File: src/rtl/fight_pkg.sv
// Shared match/player definitions: FSM states, winner codes, action and position encodings.
// Latency: n/a (types, constants and pure functions only).
// Backpressure: n/a.
package fight_pkg;

    localparam int HEALTH_W = 2;
    localparam logic [HEALTH_W-1:0] HEALTH_MAX = 2'd3;

    typedef enum logic [1:0] {
        ST_IDLE,
        ST_FIGHT,
        ST_ROUND_END,
        ST_MATCH_OVER
    } state_t;

    localparam logic [1:0] WIN_NONE = 2'b00;
    localparam logic [1:0] WIN_P1   = 2'b01;
    localparam logic [1:0] WIN_P2   = 2'b10;
    localparam logic [1:0] WIN_DRAW = 2'b11;

    // Player-block action codes and one-hot arena positions.
    typedef enum logic [1:0] {
        ACT_IDLE,
        ACT_MOVE,
        ACT_ATTACK,
        ACT_BLOCK
    } action_t;

    localparam int POS_W = 4;
    localparam logic [POS_W-1:0] POS_LEFT_EDGE  = 4'b0001;
    localparam logic [POS_W-1:0] POS_LEFT       = 4'b0010;
    localparam logic [POS_W-1:0] POS_RIGHT      = 4'b0100;
    localparam logic [POS_W-1:0] POS_RIGHT_EDGE = 4'b1000;

    // Larger value wins; equal values are a draw. Used for health and win tallies.
    function automatic logic [1:0] higher_of(input logic [HEALTH_W-1:0] a,
                                             input logic [HEALTH_W-1:0] b);
        if (a > b)
            return WIN_P1;
        else if (b > a)
            return WIN_P2;
        else
            return WIN_DRAW;
    endfunction

    function automatic logic [1:0] ko_winner(input logic [HEALTH_W-1:0] h1,
                                             input logic [HEALTH_W-1:0] h2);
        if (h1 == '0 && h2 == '0)
            return WIN_DRAW;
        else if (h1 == '0)
            return WIN_P2;
        else
            return WIN_P1;
    endfunction

endpackage

File: src/rtl/round_timer.sv
// Per-round countdown: load to TICKS, decrement on request, clear and hold at zero.
// Latency: count updates one cycle after load/dec/zero_hold; last_tick is combinational from count.
// Backpressure: none; load beats zero_hold beats dec, and the count never wraps below zero.
module round_timer #(
    parameter int TICKS = 16,
    parameter int W     = $clog2(TICKS + 1)
) (
    input  logic         clk,
    input  logic         rst,
    input  logic         load,
    input  logic         dec,
    input  logic         zero_hold,
    output logic [W-1:0] count,
    output logic         last_tick
);

    always_ff @(posedge clk or posedge rst) begin
        if (rst)
            count <= '0;
        else if (load)
            count <= W'(TICKS);
        else if (zero_hold)
            count <= '0;
        else if (dec && count != '0)
            count <= count - 1'b1;
    end

    assign last_tick = (count == W'(1));

endmodule

File: src/rtl/fight_referee.sv
// Match controller: judges rounds (KO/timeout), tallies wins, declares the best-of match winner; FIGHT_REFEREE_SUDDEN_DEATH_EN extends tied timeouts.
// Latency: all outputs registered; a decision appears the cycle after the deciding health/timer values.
// Backpressure: none; start is ignored outside IDLE/MATCH_OVER, health is ignored on the round_reset cycle.
module fight_referee
    import fight_pkg::*;
#(
    parameter int ROUND_TICKS   = 16,
    parameter int ROUNDS_TO_WIN = 2,
    parameter int MAX_ROUNDS    = 5,
    parameter int END_HOLD      = 4
) (
    input  logic                               clk,
    input  logic                               rst,
    input  logic                               start,
    input  logic [1:0]                         health1,
    input  logic [1:0]                         health2,
    output logic                               round_reset,
    output logic                               round_active,
    output logic [$clog2(ROUND_TICKS+1)-1:0]   timer,
    output logic [1:0]                         round_winner,
    output logic [1:0]                         wins1,
    output logic [1:0]                         wins2,
    output logic [2:0]                         round_cnt,
    output logic                               match_over,
    output logic [1:0]                         match_winner
);

    localparam int TW     = $clog2(ROUND_TICKS + 1);
    localparam int HOLD_W = (END_HOLD > 1) ? $clog2(END_HOLD) : 1;

    state_t              state_q, state_d;
    logic [HOLD_W-1:0]   hold_cnt, hold_d;
    logic                round_reset_d;
    logic [1:0]          winner_d, wins1_d, wins2_d, mwin_d;
    logic [2:0]          cnt_d;
    logic                mover_d;
    logic                t_load, t_dec, t_zero;
    logic                last_tick;
    logic                decide;
    logic [1:0]          dec_code;
    logic                ko;

    round_timer #(
        .TICKS (ROUND_TICKS),
        .W     (TW)
    ) u_round_timer (
        .clk       (clk),
        .rst       (rst),
        .load      (t_load),
        .dec       (t_dec),
        .zero_hold (t_zero),
        .count     (timer),
        .last_tick (last_tick)
    );

    assign ko = (health1 == '0) || (health2 == '0);

    always_comb begin
        state_d       = state_q;
        hold_d        = hold_cnt;
        round_reset_d = 1'b0;
        winner_d      = round_winner;
        wins1_d       = wins1;
        wins2_d       = wins2;
        cnt_d         = round_cnt;
        mover_d       = match_over;
        mwin_d        = match_winner;
        t_load        = 1'b0;
        t_dec         = 1'b0;
        t_zero        = 1'b0;
        decide        = 1'b0;
        dec_code      = WIN_NONE;

        case (state_q)
            ST_IDLE, ST_MATCH_OVER: begin
                if (start) begin
                    state_d       = ST_FIGHT;
                    round_reset_d = 1'b1;
                    t_load        = 1'b1;
                    winner_d      = WIN_NONE;
                    wins1_d       = '0;
                    wins2_d       = '0;
                    cnt_d         = '0;
                    mover_d       = 1'b0;
                    mwin_d        = WIN_NONE;
                end
            end

            ST_FIGHT: begin
                // Players are still re-initialising during the round_reset cycle.
                if (round_reset) begin
                    t_dec = 1'b1;
                end else if (ko) begin
                    decide   = 1'b1;
                    dec_code = ko_winner(health1, health2);
`ifdef FIGHT_REFEREE_SUDDEN_DEATH_EN
                end else if (last_tick || timer == '0) begin
                    if (health1 != health2) begin
                        decide   = 1'b1;
                        dec_code = higher_of(health1, health2);
                    end else if (last_tick) begin
                        t_dec = 1'b1;
                    end
`else
                end else if (last_tick) begin
                    decide   = 1'b1;
                    dec_code = higher_of(health1, health2);
`endif
                end else begin
                    t_dec = 1'b1;
                end

                if (decide) begin
                    winner_d = dec_code;
                    if (dec_code == WIN_P1 && wins1 != 2'(ROUNDS_TO_WIN))
                        wins1_d = wins1 + 2'd1;
                    if (dec_code == WIN_P2 && wins2 != 2'(ROUNDS_TO_WIN))
                        wins2_d = wins2 + 2'd1;
                    cnt_d   = round_cnt + 3'd1;
                    t_zero  = 1'b1;
                    hold_d  = '0;
                    state_d = ST_ROUND_END;
                end
            end

            ST_ROUND_END: begin
                if (hold_cnt == HOLD_W'(END_HOLD - 1)) begin
                    if (wins1 == 2'(ROUNDS_TO_WIN) || wins2 == 2'(ROUNDS_TO_WIN) ||
                        round_cnt == 3'(MAX_ROUNDS)) begin
                        state_d = ST_MATCH_OVER;
                        mover_d = 1'b1;
                        mwin_d  = higher_of(wins1, wins2);
                    end else begin
                        state_d       = ST_FIGHT;
                        round_reset_d = 1'b1;
                        t_load        = 1'b1;
                    end
                end else begin
                    hold_d = hold_cnt + 1'b1;
                end
            end

            default: state_d = ST_IDLE;
        endcase
    end

    always_ff @(posedge clk or posedge rst) begin
        if (rst) begin
            state_q      <= ST_IDLE;
            hold_cnt     <= '0;
            round_reset  <= 1'b0;
            round_active <= 1'b0;
            round_winner <= WIN_NONE;
            wins1        <= '0;
            wins2        <= '0;
            round_cnt    <= '0;
            match_over   <= 1'b0;
            match_winner <= WIN_NONE;
        end else begin
            state_q      <= state_d;
            hold_cnt     <= hold_d;
            round_reset  <= round_reset_d;
            round_active <= (state_d == ST_FIGHT);
            round_winner <= winner_d;
            wins1        <= wins1_d;
            wins2        <= wins2_d;
            round_cnt    <= cnt_d;
            match_over   <= mover_d;
            match_winner <= mwin_d;
        end
    end

endmodule

File: config.mk
export PLATFORM = sky130hd
export DESIGN_NAME = fight_referee
export DESIGN_NICKNAME = d
export VERILOG_FILES = /design/src/rtl/fight_pkg.sv /design/src/rtl/round_timer.sv /design/src/rtl/fight_referee.sv
export SDC_FILE = /design/constraint.sdc
export NUM_CORES = 1
export LEC_CHECK = 0
export CORE_UTILIZATION = 42
export CTS_CLUSTER_SIZE = 8
export DETAILED_ROUTE_END_ITERATION = 10
export DONT_BUFFER_PORTS = 1
export GPL_ROUTABILITY_DRIVEN = 0
export PLACE_DENSITY_LB_ADDON = 0.2
export SYNTH_ARGS = -nofsm -noshare
export SYNTH_HDL_FRONTEND = slang
export SYNTH_SLANG_ARGS = --single-unit
File: constraint.sdc
create_clock -name clk -period 3.1 [get_ports clk]
set_input_delay 0.155 -clock clk [delete_from_list [all_inputs] [get_ports clk]]
set_output_delay 0.155 -clock clk [all_outputs]
set_load 0.02 [all_outputs]
Word-level counts from Yosys, hierarchy flattened

Index checks and enable logic that the tools add are counted.

Word-level logic and storage cells: 115
Input port bits: 7
Flip-flop bits (word level): 23

Eq/ne operators: 20
Multiplexer cells: 54
Reductions and logical operators: 21
$add $sub $neg: 5
Order comparisons: 4

Operators with widths:

| cell                | number |
|---|---|
| $mux 2              | 22 |
| $pmux 2 s2          | 5 |
| $mux 1              | 18 |
| $ne 2x2->1 const B  | 9 |
| $mux 5              | 3 |
| $eq 2x2->1 const B  | 6 |
| $reduce_and 4->1    | 3 |
| $gt 2x2->1          | 4 |
| $add 2x1->2 const B | 3 |
| $eq 2x1->1 const B  | 3 |
| $logic_not 2->1     | 3 |
| $mux 3              | 2 |
| $pmux 2 s3          | 1 |
| $pmux 3 s2          | 1 |
| $reduce_and 3->1    | 2 |
| $reduce_bool 2->1   | 3 |
| $eq 5x1->1 const B  | 1 |
| $reduce_bool 5->1   | 1 |
| $sub 5x1->5 const B | 1 |
| $logic_and 1x1->1   | 4 |
| $pmux 1 s2          | 2 |
| $add 3x1->3 const B | 1 |
| $eq 3x3->1 const B  | 1 |
| $logic_or 1x1->1    | 3 |
| 2 further kinds     | 2 |

Longest topological paths before layout

Word-level depth: 12
Depth in mapped cells: 9
Depth with buffers taken out: 7

By module

Synthesis repeated with hierarchy kept, for this count alone.

Cells, all modules: 156
Area, all modules: 1461.4 um^2

Modules (own cells, without submodules):

| module        | times used | area an instance (um^2) | cells an instance | sequential area each (um^2) |
|---|---|---|---|---|
| fight_referee | 1          | 1144.8                  | 124               | 450.4 |
| round_timer   | 1          | 316.6                   | 32                | 125.1 |

Worst setup path before layout

No wires, ideal clock.

Kind: flip-flop to flip-flop
Start point: register u_round_timer.count[1]
End point: register wins1[0]
Setup time: 0.069 ns
Period minus slack after synthesis: 2.418 ns
Path slack: 0.682 ns
Data arrival time: 2.349 ns
Cell stages (with the launch flop): 9
Path through: dfrtp_1 -> inv_1 -> ha_1 -> or4b_1 -> buf_2 -> a2111o_1 -> and2_4 -> or4_1 -> nand3_1

Cells in the longest elaborated chain, start to end: 9

Ends and longest elaborated chain:

| what                                  | RTL line             | source |
|---|---|---|
| start, declared                       | round_timer.sv:13    | `output logic [W-1:0] count,` |
| start signal, assigned                | round_timer.sv:21    | `count <= W'(TICKS);` |
| start signal, assigned                | round_timer.sv:25    | `count <= count - 1'b1;` |
| $eq 5x1->1 (*)                        | round_timer.sv:28    | `assign last_tick = (count == W'(1));` |
| $mux 2                                | fight_referee.sv:105 | `end else if (last_tick) begin` |
| $mux 2                                | fight_referee.sv:93  | `end else if (ko) begin` |
| $mux 2                                | fight_referee.sv:91  | `if (round_reset) begin` |
| $mux 2                                | fight_referee.sv:74  | `case (state_q)` |
| $eq 2x1->1                            | fight_referee.sv:115 | `if (dec_code == WIN_P1 && wins1 != 2'(ROUNDS_TO_WIN))` |
| $logic_and 1x1->1                     | fight_referee.sv:115 |  |
| $ne 2x2->1 (no source line)           | n/a                  |  |
| $reduce_and 4->1 (no source line) (*) | n/a                  |  |
| end signal, assigned                  | fight_referee.sv:165 | `wins1 <= wins1_d;` |
| end, declared                         | fight_referee.sv:21  | `output logic [1:0] wins1,` |

Every way passes the cells marked *; elsewhere a longest branch is shown, timed or not. The select of a mux whose other input is x is not followed.
A chain may end at the register's enable or synchronous reset.

Final worst setup path

Ends and elaborated chain as after synthesis.

==> summary.txt <==
Yosys
  • Synth warnings: 0
  • Post-synthesis simple-gate area fraction: around a fifth
  • Mux contribution to synthesized area: 0%
  • Sequential area share after synthesis: about 41%
  • Synth Area in XOR/XNOR: less than 1%
  • EDFF count, synth: 0
  • Synth Area in Compound Gates: 22.15%
  • Syn_nets: 176
  • Asr flop ratio synth: between 90% and 100%
  • Top FF cell, synth: dfrtp_1
  • Mapped cell area: 1418 sq um
  • Share of the synthesized area in the top cell type: between 40% and 50%
  • Synth area leader: dfrtp_1
  • Avg Inst Size Synth: 9.146 sq um
  • Post-synthesis cell count: around 160
  • Top post-synthesis cells by area: dfrtp_1 (41%), ha_1 (12%), nand2_1 (4.5%), o21ai_0 (3.9%), inv_1 (3.7%)
  • Synth Register Bits: 23
  • Largest family of logic cells by synthesized area: compound AO/OA/AOI/OAI gates
  • Adder-cell share of the synthesized area: about 12%
  • Synth cell types: 41

Detailed routing
  • First DRT Iteration DRCs: 40
  • DRC errors left: 0
  • Antenna Nets Post-Route: 0
  • Final wirelength: about 3000 microns
  • Vias/cell: ~5.6
  • Vias: 1126
  • DR pass1 iterations: 4
  • WL per Instance: 14.80 microns

Timing
  • Final min period: 2.771 ns
  • Worst Tran Pin Value: between 0.8 and 0.9 ns
  • Final Cycle Share: between 80 and 90%
  • Fin. Hold Viols: 0
  • Max Transition Viols Final: 0
  • Max-slew headroom: 42.56%
  • Final setup vio count: 0
  • Final TNS setup: 0 ns
  • Unrepaired setup endpoints after global routing: false
  • Fmax: ~0.36 GHz
  • Final setup margin: roughly 0.33 ns
  • Setup Skew: 0.01038 ns

Global route
  • Initial antenna violation count: 0
  • GRT Residual Overflow: 0
  • First-pass GRT wire length: a little under 5000 microns
  • Number of global-route vias before repair: between 1000 and 1500
  • Gr usage total: between 10% and 20%
  • Pin count of the biggest net entering global routing: 24

Critical path
  • CP Capture Type: register
  • Crit. Startpoint: u_round_timer.count[1]
  • Reg2reg end: wins1[0]
  • Crit path capture: wins1[0]
  • Cells on worst reg2reg path: 7
  • Reg-to-reg startpoint: u_round_timer.count[1]
  • Critical Path AT: just over 3 ns
  • Worst reg2reg setup slack: ~0.33 ns
  • CP max FO: 11
  • WP data required: roughly 3.4 ns
  • CP Launch Type: register
  • CP Class: register to register

Clock tree
  • Clock latency on the worst-skew pair: 0.31 ns
  • H-tree depth: 1
  • Post-CTS resize count: 0
  • Root buf cell: clkbuf_4
  • Clock sinks: 23
  • TritonCTS Buffers: 3
  • CTS tree: built
  • Max clock buf depth: 2
  • Clock transition at path regs: about 0.13 ns

Floorplan
  • Die ar.: between 3000 and 4000 sq um
  • Site Rows: 20
  • Top Ports: 26
  • Initial Util: between 40% and 50%
  • Height of the die: between 60 and 70 microns
  • Chip Width: roughly 60 microns
  • Area of the core: between 3000 and 4000 sq um

Pwr
  • Power density cells: between 800 and 900 nW/um^2
  • Static leakage: between 0.7 and 0.8 nW
  • IR drop worst, VDD: 0.4319 mV

Worst hold path
  • Worst Hold Class: input pin to register

Job
  • # Max-Cap Violations: 0

Finish
  • Antenna Cells: 0
  • NumNets Final: 180
  • Fillers: 294
  • Layout overhead on the synthesized area: 6.090%
  • Share of post-route cells with drive strength above 1: around 4.4%

Run status
  • Outcome: finished clean

Placement
  • Place WS: ~0.38 ns
  • IO Port Bufs: 0
  • Final HPWL DP: 2289 microns
[power by group]
part	switching (W)	total [W]	internal, W
registers	0.000194	0.000583	0.000389
clock network	0.0000892	0.000139	0.0000502
logic	0.000332	0.000557	0.000226
total	0.000615	0.00128	0.000665
[worst min-delay path by stage]
| stage | start | end | slack (ns) | depth (start not counted) |
|---|---|---|---|---|
| 2_1_floorplan | rst | hold_cnt[0] | 0.16 | 1 |
| 3_3_place_gp | rst | round_winner[1] | 0.27 | 1 |
| 3_5_place_dp | rst | round_winner[1] | 0.28 | 1 |
| 4_1_cts | health1[0] | round_winner[1] | 0.06 | 2 |
| 5_1_grt | health1[0] | round_winner[1] | 0.07 | 2 |
| 6_report | health1[0] | round_winner[1] | 0.06 | 2 |
[state kept, by name (all words and copies together) (netlist names)]
name                 count
round_winner             2
hold_cnt                 2
state_q                  2
u_round_timer.count      5
wins2                    2
match_winner             2
wins1                    2
round_cnt                3
round_reset              1
match_over               1
round_active             1
[critical path, stage by stage (launching register included)]
cell and delay, ns:
dfrtp_1 0.50, inv_1 0.15, ha_1 0.14, or4b_1 0.56, a2111o_1 0.56, and2_4 0.24, or4_1 0.46, nand3_1 0.09
[cells by family after synthesis]
kind of cell | Yosys count
AO/OA/AOI/OAI | 45
XOR/XNOR | 1
adder cells (fa/ha/maj) | 14
buffers and inverters | 17
flip-flops | 23
AND/OR/NAND/NOR | 55
[cell usage in the layout (no fill, tap or decap), drive strengths merged, types with 2 or more instances in the layout]
cell type,synthesis,final
dfrtp,23,23
nand2,17,17
inv,14,14
ha,14,14
o21ai,11,11
nor2,8,8
nand3,8,8
a21oi,6,6
nor3,6,6
a21o,4,4
clkbuf,2,4
o22a,3,3
a211o,3,3
nor2b,3,3
a31oi,3,3
nand3b,3,3
nor4,2,2
o21a,2,2
and2,2,2
[Yosys cell counts (all sizes together) (2+ instances only)]
| cell | instances |
|---|---|
| o22a | 3 |
| clkbuf | 2 |
| nor4 | 2 |
| o21ai | 11 |
| a211o | 3 |
| and2 | 2 |
| inv | 14 |
| nand3 | 8 |
| nand2 | 17 |
| nand3b | 3 |
| dfrtp | 23 |
| nor2b | 3 |
| a31oi | 3 |
| ha | 14 |
| o21a | 2 |
| nor2 | 8 |
| nor3 | 6 |
| a21oi | 6 |
| a21o | 4 |
[routing by layer]
layer / global-route usage (%) / vias to the layer above / part of all wire, %
met2: 33.81 / 14 / 53
met4: 6.977 / 0 / 0.64
met3: 3.247 / 2 / 2.6
met1: 21.43 / 538 / 44
li1: - / 572 / -
met5: 0 / - / 0
[through the flow]
stage / utilization (%) / power (W) / hold WS [ns] / instances / area [sq um]
floorplan: - / 0.001003 / 0.1569 / 155 / 1418
global placement: 46.92 / 0.001123 / 0.2674 / 197 / 1468
detailed placement: 46.92 / 0.001141 / 0.2810 / 197 / 1468
CTS: 48.08 / 0.001284 / 0.05516 / 202 / 1504
global route: 48.08 / 0.001394 / 0.06666 / 202 / 1504
finish: 48.08 / 0.001280 / 0.05681 / 202 / 1504
[area by class of cell]
cell class	instances	area (sq um)	share of cell area (%)
clock buffers	4	26.28	1.747
inverters	14	52.55	3.494
multi-input cells	115	777.0	51.66
flip-flops and latches	23	575.6	38.27
well taps	44	55.05	3.661
repair buffers	2	17.52	1.165
[timing repair]
item / CTS / global route
buffers inserted: 0 / 0
hold buffers: 1 / 0
hold endpoints to repair: 23 / 0
(Power assumes the default switching activity.)
